===== config.mk =====
export PLATFORM = sky130hd
export DESIGN_NAME = sva_result_collector_flat
export DESIGN_NICKNAME = d
export VERILOG_FILES = /design/src/rtl/sva_result_collector_pkg.sv /design/src/rtl/sva_result_collector_if.sv /design/src/rtl/sva_result_collector_evt_fifo.sv /design/src/rtl/sva_result_collector.sv /design/src/flat_wrapper.sv
export SDC_FILE = /design/constraint.sdc
export NUM_CORES = 1
export LEC_CHECK = 0
export CORE_MARGIN = 2
export CORE_UTILIZATION = 25
export CTS_CLUSTER_SIZE = 30
export DETAILED_ROUTE_END_ITERATION = 7
export MAX_ROUTING_LAYER = met4
export SLEW_MARGIN = 20
export SYNTH_ARGS = -nofsm -noshare
export SYNTH_HDL_FRONTEND = slang
export SYNTH_HIERARCHICAL = 1
export SYNTH_SLANG_ARGS = --single-unit

===== constraint.sdc =====
create_clock -name sys_clk -period 4.1 [get_ports sys_clk]
set_input_delay 0.82 -clock sys_clk [delete_from_list [all_inputs] [get_ports sys_clk]]
set_output_delay 0.82 -clock sys_clk [all_outputs]
set_load 0.02 [all_outputs]

===== src/rtl/sva_result_collector_pkg.sv =====
// Shared types and defaults for the SVA verdict collector.
package sva_result_pkg;

  localparam int unsigned TS_WIDTH_DEF   = 16;
  localparam int unsigned CNT_WIDTH_DEF  = 16;
  localparam int unsigned FIFO_DEPTH_DEF = 8;
  localparam int unsigned NUM_VERDICTS   = 3;

  localparam int unsigned SUCC_B = 0;
  localparam int unsigned FAIL_B = 1;
  localparam int unsigned LAZY_B = 2;

  typedef enum logic [1:0] {
    IDLE    = 2'd0,
    PASSING = 2'd1,
    FAILED  = 2'd2
  } status_t;

  typedef struct packed {
    logic [NUM_VERDICTS-1:0] mask;
    logic [TS_WIDTH_DEF-1:0] ts;
  } evt_t;

endpackage


===== src/rtl/sva_result_collector_if.sv =====
// Valid/ready readout port for buffered verdict events.
interface sva_result_collector_if #(
  parameter int unsigned TS_WIDTH = 16
) ();
  logic                evt_valid;
  logic                evt_ready;
  logic [2:0]          evt_mask;
  logic [TS_WIDTH-1:0] evt_ts;

  modport master (output evt_valid, output evt_mask, output evt_ts, input evt_ready);
  modport slave  (input evt_valid, input evt_mask, input evt_ts, output evt_ready);
endinterface


===== src/rtl/sva_result_collector_evt_fifo.sv =====
// Show-ahead FIFO with MSB-wrap pointers; reports a push lost to a full queue.
module sva_evt_fifo #(
  parameter int unsigned DW    = 19,
  parameter int unsigned DEPTH = 8
) (
  input  logic          clk,
  input  logic          rst_n,
  input  logic          clr_i,
  input  logic          push_req_i,
  input  logic          pop_req_i,
  input  logic [DW-1:0] data_i,
  output logic          valid_c_o,
  output logic [DW-1:0] head_c_o,
  output logic          drop_c_o
);
  localparam int unsigned AW = $clog2(DEPTH);
  localparam int unsigned PW = AW + 1;

  logic [PW-1:0] wr_q, rd_q;
  logic [DW-1:0] mem_q [DEPTH];
  logic          empty, full, push, pop;

  assign empty    = (wr_q == rd_q);
  assign full     = (wr_q[AW] != rd_q[AW]) && (wr_q[AW-1:0] == rd_q[AW-1:0]);
  assign pop      = ~empty & pop_req_i;
  // A full queue still accepts when the head leaves in the same cycle.
  assign push     = push_req_i & (~full | pop);
  assign drop_c_o = push_req_i & full & ~pop;

  assign valid_c_o = ~empty;
  assign head_c_o  = empty ? '0 : mem_q[rd_q[AW-1:0]];

  always_ff @(posedge clk or negedge rst_n) begin
    if (!rst_n) begin
      wr_q <= '0;
      rd_q <= '0;
    end else if (clr_i) begin
      wr_q <= '0;
      rd_q <= '0;
    end else begin
      if (push) wr_q <= wr_q + PW'(1);
      if (pop)  rd_q <= rd_q + PW'(1);
    end
  end

  always_ff @(posedge clk) begin
    if (push && !clr_i) mem_q[wr_q[AW-1:0]] <= data_i;
  end
endmodule


===== src/rtl/sva_result_collector.sv =====
// Collects SVA checker verdict edges: timestamps, counts, status and an event queue.
module sva_result_collector
  import sva_result_pkg::*;
#(
  parameter int unsigned TS_WIDTH   = TS_WIDTH_DEF,
  parameter int unsigned CNT_WIDTH  = CNT_WIDTH_DEF,
  parameter int unsigned FIFO_DEPTH = FIFO_DEPTH_DEF
) (
  input  logic                  sys_clk,
  input  logic                  sys_rst_n,
  input  logic                  period_tick,
  input  logic                  succ_i,
  input  logic                  fail_i,
  input  logic                  lazy_succ_i,
  input  logic                  clr,
  sva_result_collector_if.master evt,
  output logic [CNT_WIDTH-1:0]  succ_cnt,
  output logic [CNT_WIDTH-1:0]  fail_cnt,
  output logic [CNT_WIDTH-1:0]  lazy_cnt,
  output logic [1:0]            status,
  output logic                  first_fail_valid,
  output logic [TS_WIDTH-1:0]   first_fail_ts,
  output logic                  overflow
);
  localparam int unsigned DW = NUM_VERDICTS + TS_WIDTH;
  localparam logic [CNT_WIDTH-1:0] CNT_MAX = '1;

  logic [NUM_VERDICTS-1:0] flags, prev_q, rise;
  logic [TS_WIDTH-1:0]     ts_q;
  logic [CNT_WIDTH-1:0]    cnt_q [NUM_VERDICTS];
  status_t                 state_q, state_d;
  logic                    ffv_q, ovf_q;
  logic [TS_WIDTH-1:0]     fft_q;
  logic                    push_req, drop;
  logic [DW-1:0]           head;

  assign flags    = {lazy_succ_i, fail_i, succ_i};
  assign rise     = flags & ~prev_q;
  assign push_req = (|rise) & ~clr;

  always_ff @(posedge sys_clk or negedge sys_rst_n) begin
    if (!sys_rst_n) begin
      prev_q <= '0;
      ts_q   <= '0;
    end else begin
      prev_q <= flags;
      if (period_tick) ts_q <= ts_q + TS_WIDTH'(1);
    end
  end

  // Saturating per-verdict counters.
  always_ff @(posedge sys_clk or negedge sys_rst_n) begin
    if (!sys_rst_n) begin
      for (int k = 0; k < NUM_VERDICTS; k++) cnt_q[k] <= '0;
    end else begin
      for (int k = 0; k < NUM_VERDICTS; k++) begin
        if (clr)                               cnt_q[k] <= '0;
        else if (rise[k] && cnt_q[k] != CNT_MAX) cnt_q[k] <= cnt_q[k] + CNT_WIDTH'(1);
      end
    end
  end

  always_ff @(posedge sys_clk or negedge sys_rst_n) begin
    if (!sys_rst_n) state_q <= IDLE;
    else            state_q <= state_d;
  end

  always_comb begin
    state_d = state_q;
    if (clr)                                                       state_d = IDLE;
    else if (rise[FAIL_B])                                         state_d = FAILED;
    else if (state_q == IDLE && (rise[SUCC_B] || rise[LAZY_B]))    state_d = PASSING;
  end

  always_ff @(posedge sys_clk or negedge sys_rst_n) begin
    if (!sys_rst_n) begin
      ffv_q <= 1'b0;
      fft_q <= '0;
      ovf_q <= 1'b0;
    end else if (clr) begin
      ffv_q <= 1'b0;
      fft_q <= '0;
      ovf_q <= 1'b0;
    end else begin
      if (rise[FAIL_B] && !ffv_q) begin
        ffv_q <= 1'b1;
        fft_q <= ts_q;
      end
      if (drop) ovf_q <= 1'b1;
    end
  end

  sva_evt_fifo #(.DW(DW), .DEPTH(FIFO_DEPTH)) u_fifo (
    .clk        (sys_clk),
    .rst_n      (sys_rst_n),
    .clr_i      (clr),
    .push_req_i (push_req),
    .pop_req_i  (evt.evt_ready),
    .data_i     ({rise, ts_q}),
    .valid_c_o  (evt.evt_valid),
    .head_c_o   (head),
    .drop_c_o   (drop)
  );

  assign evt.evt_mask      = head[DW-1 -: NUM_VERDICTS];
  assign evt.evt_ts        = head[TS_WIDTH-1:0];
  assign succ_cnt          = cnt_q[SUCC_B];
  assign fail_cnt          = cnt_q[FAIL_B];
  assign lazy_cnt          = cnt_q[LAZY_B];
  assign status            = state_q;
  assign first_fail_valid  = ffv_q;
  assign first_fail_ts     = fft_q;
  assign overflow          = ovf_q;
endmodule


===== src/flat_wrapper.sv =====
// flat-port wrapper written by rule: the top's interface ports become plain ports
module sva_result_collector_flat import sva_result_pkg::*;
#(
  parameter int unsigned TS_WIDTH   = TS_WIDTH_DEF,
  parameter int unsigned CNT_WIDTH  = CNT_WIDTH_DEF,
  parameter int unsigned FIFO_DEPTH = FIFO_DEPTH_DEF
)
  (sys_clk, sys_rst_n, period_tick, succ_i, fail_i, lazy_succ_i, clr, succ_cnt, fail_cnt, lazy_cnt, status, first_fail_valid, first_fail_ts, overflow, evt_evt_valid, evt_evt_mask, evt_evt_ts, evt_evt_ready);
  sva_result_collector_if #(.TS_WIDTH(TS_WIDTH)) evt_i ();
  input  logic sys_clk;
  input  logic sys_rst_n;
  input  logic period_tick;
  input  logic succ_i;
  input  logic fail_i;
  input  logic lazy_succ_i;
  input  logic clr;
  output logic [CNT_WIDTH-1:0] succ_cnt;
  output logic [CNT_WIDTH-1:0] fail_cnt;
  output logic [CNT_WIDTH-1:0] lazy_cnt;
  output logic [1:0] status;
  output logic first_fail_valid;
  output logic [TS_WIDTH-1:0] first_fail_ts;
  output logic overflow;
  output wire logic [$bits(evt_i.evt_valid)-1:0] evt_evt_valid;
  output wire logic [$bits(evt_i.evt_mask)-1:0] evt_evt_mask;
  output wire logic [$bits(evt_i.evt_ts)-1:0] evt_evt_ts;
  input wire logic [$bits(evt_i.evt_ready)-1:0] evt_evt_ready;
  assign evt_evt_valid = evt_i.evt_valid;
  assign evt_evt_mask = evt_i.evt_mask;
  assign evt_evt_ts = evt_i.evt_ts;
  assign evt_i.evt_ready = evt_evt_ready;
  sva_result_collector #(.TS_WIDTH(TS_WIDTH), .CNT_WIDTH(CNT_WIDTH), .FIFO_DEPTH(FIFO_DEPTH)) u_core (.sys_clk(sys_clk), .sys_rst_n(sys_rst_n), .period_tick(period_tick), .succ_i(succ_i), .fail_i(fail_i), .lazy_succ_i(lazy_succ_i), .clr(clr), .evt(evt_i), .succ_cnt(succ_cnt), .fail_cnt(fail_cnt), .lazy_cnt(lazy_cnt), .status(status), .first_fail_valid(first_fail_valid), .first_fail_ts(first_fail_ts), .overflow(overflow));
endmodule

## Word level (Yosys, flattened, before mapping)

Memories as Yosys holds them, arrays and structs flattened.
Index checks and enable logic that the tools add are counted.
W data, S select, Z words.

| word-level totals | value |
|---|---|
| RAM bits | 152 |
| flip-flop bits (word level) | 95 |
| memories | 1 |

| cells by class | value |
|---|---|
| bitwise operators | 12 |
| mux-type cells | 22 |
| add/subtract/negate cells | 6 |
| equality and inequality tests | 6 |
| reductions and logical operators | 20 |

Memories:

| name | depth | width | rd ports | clocked after memory_dff | wr ports | RTL line | text |
|---|---|---|---|---|---|---|---|
| u_core.u_fifo.mem_q | 8 | 19 | 1 | 0 | 1 | sva_result_collector_evt_fifo.sv:20 | `logic [DW-1:0] mem_q [DEPTH];` |

Operators with widths:

| cell | number |
|---|---|
| $mux W16 | 8 |
| $add A16 B1 Y16 const B | 4 |
| $ne A16 B16 Y1 const B | 3 |
| $mux W19 | 1 |
| $mux W4 | 4 |
| $reduce_bool A2 Y1 | 7 |
| $add A4 B1 Y4 const B | 2 |
| $logic_and A1 B1 Y1 | 7 |
| $mux W1 | 6 |
| $mux W2 | 3 |
| $and A1 B1 Y1 | 5 |
| $eq A4 B4 Y1 | 1 |
| $not A1 Y1 | 4 |
| $and A3 B3 Y3 | 1 |
| $eq A3 B3 Y1 | 1 |
| $not A3 Y3 | 1 |
| $reduce_bool A3 Y1 | 1 |
| $reduce_or A3 Y1 | 1 |
| $logic_not A1 Y1 | 2 |
| $logic_not A2 Y1 | 1 |
| $logic_or A1 B1 Y1 | 1 |
| $ne A1 B1 Y1 | 1 |
| $or A1 B1 Y1 | 1 |

## Longest topological paths before layout

| depth | value |
|---|---|
| word-level depth | 8 |
| mapped depth | 9 |
| gate-level depth less buffers | 6 |

## By module

The synthesis kept the hierarchy.

By module, submodules not included:

| module | area each (µm²) | cells an instance | instances |
|---|---|---|---|
| sva_evt_fifo | 6422.4 | 325 | 1 |
| sva_result_collector | 4169.0 | 404 | 1 |

## Worst setup path before layout

OpenSTA, ideal clock, no wires.

| timing | value |
|---|---|
| path type | in2reg |
| start point | in clr |
| end point | mem u_core.u_fifo.mem_q[0][0], enable pin |
| setup time | 443 ps |
| cell stages on the path | 7 |
| arrival time | 3909 ps |
| data required time | 3657 ps |
| setup slack | -252 ps |
| cells stage by stage | clkbuf_1 clkbuf_1 buf_1 a31oi_1 clkbuf_1 o21ai_0 nor4_1 |

| on the way | value |
|---|---|
| longest elaborated chain between the ends | 6 |

Ends and longest elaborated chain:

| what | RTL line | text |
|---|---|---|
| from (decl) | flat_wrapper.sv:16 | `input logic clr;` |
| $not A1 Y1 | sva_result_collector.sv:39 | `assign push_req = (\|rise) & ~clr;` |
| $and A1 B1 Y1 | sva_result_collector.sv:39 |  |
| net u_core.push_req | sva_result_collector.sv:34 | `logic push_req, drop;` |
| $and A1 B1 Y1 | sva_result_collector_evt_fifo.sv:27 | `assign push = push_req_i & (~full \| pop);` |
| $logic_and A1 B1 Y1 | sva_result_collector_evt_fifo.sv:47 | `if (push && !clr_i) mem_q[wr_q[AW-1:0]] <= data_i;` |
| $mux W1 | sva_result_collector_evt_fifo.sv:47 |  |
| $mux W1 (implied by the code) | sva_result_collector_evt_fifo.sv:47 |  |
| to (decl) | sva_result_collector_evt_fifo.sv:20 |  |

The timed path passes the listed nets, and every way through them passes these cells.

## Worst setup path after layout

| timing | value |
|---|---|
| start point | reg u_core.u_fifo.rd_q[0] |
| end point | out evt_evt_mask[2] |

| on the way | value |
|---|---|
| longest elaborated chain between the ends | 2 |

Ends and longest elaborated chain:

| what | RTL line | text |
|---|---|---|
| from (decl) | sva_result_collector_evt_fifo.sv:19 | `logic [PW-1:0] wr_q, rd_q;` |
| from (signal assigned) | sva_result_collector_evt_fifo.sv:42 | `if (pop) rd_q <= rd_q + PW'(1);` |
| $mem_v2 Z8 W19 / $eq A4 B4 Y1 (equally long branches) | -- |  |
| $mux W19 (*) | sva_result_collector_evt_fifo.sv:31 | `assign head_c_o = empty ? '0 : mem_q[rd_q[AW-1:0]];` |
| to (decl) | flat_wrapper.sv:25 | `output wire logic [$bits(evt_i.evt_mask)-1:0] evt_evt_mask;` |

Mark *: on every way between the ends. The rest lies on a longest branch, timed or not.

==> metrics.txt <==
final core occ=31.3%; TritonRoute pass-1 iters=4; final setup vio count=0; synth top area cells=edfxtp_1 43%, dfrtp_1 22%, mux4_2 8.1%; cell area after synthesis=10,600 um^2; Final Skew=25.4 ps; synthesized flop and latch total=247; IO Port Bufs=95; synth unique cells=54; chip height=210 um; CTS tree=built; CP Data Required Time=3280 ps; family with the most delay on the worst path=buffers and inverters; run status=complete, no violations; antenna-violating nets left=0; final wirelength=25,400 um; sequential element share of the synthesized area=65.5%; H-tree Lvls=1; P&R area growth vs syn=23.8%; syn nets=743; Main synth FF type=edfxtp_1; Max Cap Viol=0; Rows=75; Arr. time, crit path=2970 ps; Chip Width=210 um; Worst Tran Pin Value=758 ps; post-CTS sizing=0; largest net degree at the start of global routing=67; WS Path Type=reg2out; vias per cell=4.70; GRT Util Overall=11.9%; flop-to-flop setup slack=1450 ps; global route overflow=0; Setup crit end kind=primary output; CP Max Fanout=28; area leader, netlist=edfxtp_1; FF-to-FF End=u_core/u_fifo/mem_q[0][0]; Max Root-Sink Buffers=3; initial antenna violation count=0; Final Hold Fails=0; Inserted Diodes=0; CP max-delay cell=dfrtp_2; Remaining DRCs=0; Max Freq=264 MHz; first-pass GRT wire length=39,700 um; number of fill cells=4,166; number of global-route vias before repair=6,733; commonest non-fill, non-tap cell in the layout=edfxtp_1; reg2reg start=u_core/u_fifo/rd_q[0]; Hold Path Class=in2async; CTS Hold Bufs=0; IO Count=96; Slew Limit Fails=0; Die ar.=44,000 um^2; Post-Synthesis Cells=729; layout cell share with drive strength beyond 1=15.2%; Initial DRC Count=379; CP peak stage delay=680 ps; Period minus WS final=3790 ps; Max transition margin=49.5%; Mean Syn Cell Area=14.5 um^2; GP Congestion=0.776; Reg clk slew, reported paths=60 ps; HPWL Detailed=15,800 um; commonest non-fill, non-tap cells in the layout=152 x edfxtp_1, 94 x dfrtp_1, 93 x clkdlybuf4s50_1; reg2reg path depth=5; CTS Buf Count=26; via count=6,580; clk_lat worst skew=550 ps; Syn. warnings=6; Power Density=476 nW/um^2; core area=41,900 um^2; clock sink count=247; Pleak=0.00455 uW; Initial Util=25.3%; setup TNS=0 ps; CP cell instances=buf_12 > mux4_2 > mux2i_1 > nor2_1 > clkdlybuf4s50_1; unrepaired setup endpoints after global routing=false; setup bufs post-CTS=0; Startpoint Class=flip-flop; number of enable flip-flop cells after synthesis=152; clock root cell=clkbuf_16; Peak VDD IR=0.294 mV; Synth top area share=43.1%; period utilization=92.4%; Nets=854; final routed wire length divided by cell count=18.1 um; async set or reset register ratio after synthesis=38.5%; Buf/Inv on CP=2
## layer usage
layer / track usage [%] / share of wire, %
met1: 15.6 / 45
met2: 18.8 / 47
met3: 2.89 / 5.9
met4: 2.79 / 2.1
met5: - / 0
## kinds of logic after synthesis
kind of cell    after synthesis  share of synthesized area, %
mux                          72                          11.4
xor+xnor                     27                          2.23
flops                       247                          65.5
compound gates              105                          6.45
fa+ha+maj                     6                         0.709
simple gates                224                          11.6
buf+inv                      48                          2.02
## cells in the mapped netlist, drive strengths merged (3+ instances only)
cell / number
buf: 14
nand2b: 10
inv: 13
dfrtp: 95
a21oi: 35
mux2i: 23
o41ai: 4
mux4: 38
ha: 6
nand2: 33
or4: 10
nand4: 15
a22o: 16
nor2b: 10
nand4b: 3
xnor2: 14
o311ai: 4
o21ai: 18
xor2: 13
nor4: 16
o211ai: 3
or3: 16
and3: 7
nand3: 20
a31oi: 9
nor3: 18
mux2: 11
clkbuf: 20
and4: 5
o31ai: 8
nor2: 49
or2: 5
edfxtp: 152
## worst reg2reg max path: cells and delay by family (launching register included)
family | cells | cell delay, ps
flip-flops | 1 | 680
AO/OA/AOI/OAI | 1 | 540
buffers and inverters | 1 | 270
AND/OR/NAND/NOR | 2 | 610
XOR/XNOR | 1 | 240
## metrics by stage
step / setup slack, ps / cell area, um^2 / hold WS (ps) / std cells / total power (uW)
2_1_floorplan: 56.3 / 10600 / 524 / 729 / 3630
3_3_place_gp: 742 / 12300 / 487 / 1351 / 4090
3_5_place_dp: 788 / 12300 / 495 / 1351 / 4100
4_1_cts: 185 / 13100 / 344 / 1399 / 6330
5_1_grt: 119 / 13100 / 369 / 1399 / 6510
6_report: 314 / 13100 / 331 / 1399 / 6230
## layout make-up
type                    count  area (um^2)  area share, %
clock buffers              39          739           5.64
repair buffers            117         1130           8.65
multi-input cells         434         3500           26.7
clock inverters             9         60.1          0.458
inverters                  14         52.6          0.401
flip-flops and latches    247         6940           53.0
well taps                 539          674           5.15
## worst max path at each step
stage                                from                   endpoint  slack (ps)  cells past startpoint
finish              u_core/u_fifo/rd_q[0]            evt_evt_mask[2]         310                      5
global route        u_core/u_fifo/rd_q[0]            evt_evt_mask[2]         120                      5
CTS                 u_core/u_fifo/rd_q[0]            evt_evt_mask[2]         190                      5
detailed placement  u_core/u_fifo/rd_q[0]            evt_evt_mask[2]         790                      5
global placement    u_core/u_fifo/rd_q[0]            evt_evt_mask[2]         740                      5
floorplan                             clr  u_core/u_fifo/mem_q[5][0]          60                      8
## state kept, by name, summed over array words and instances, names as in the netlist
| register | flops |
|---|---|
| u_core/ts_q | 16 |
| u_core/first_fail_valid | 1 |
| u_core/u_fifo/wr_q | 4 |
| u_core/lazy_cnt | 16 |
| u_core/fail_cnt | 16 |
| u_core/u_fifo/mem_q | 152 |
| u_core/overflow | 1 |
| u_core/status | 2 |
| u_core/prev_q | 3 |
| u_core/succ_cnt | 16 |
| u_core/first_fail_ts | 16 |
| u_core/u_fifo/rd_q | 4 |
## power breakdown
| part | switching (uW) | internal (uW) |
|---|---|---|
| Sequential | 174 | 2800 |
| Clock | 961 | 1250 |
| Combinational | 561 | 491 |
| Total | 1700 | 4540 |
Power figures use the tool's default switching activity.
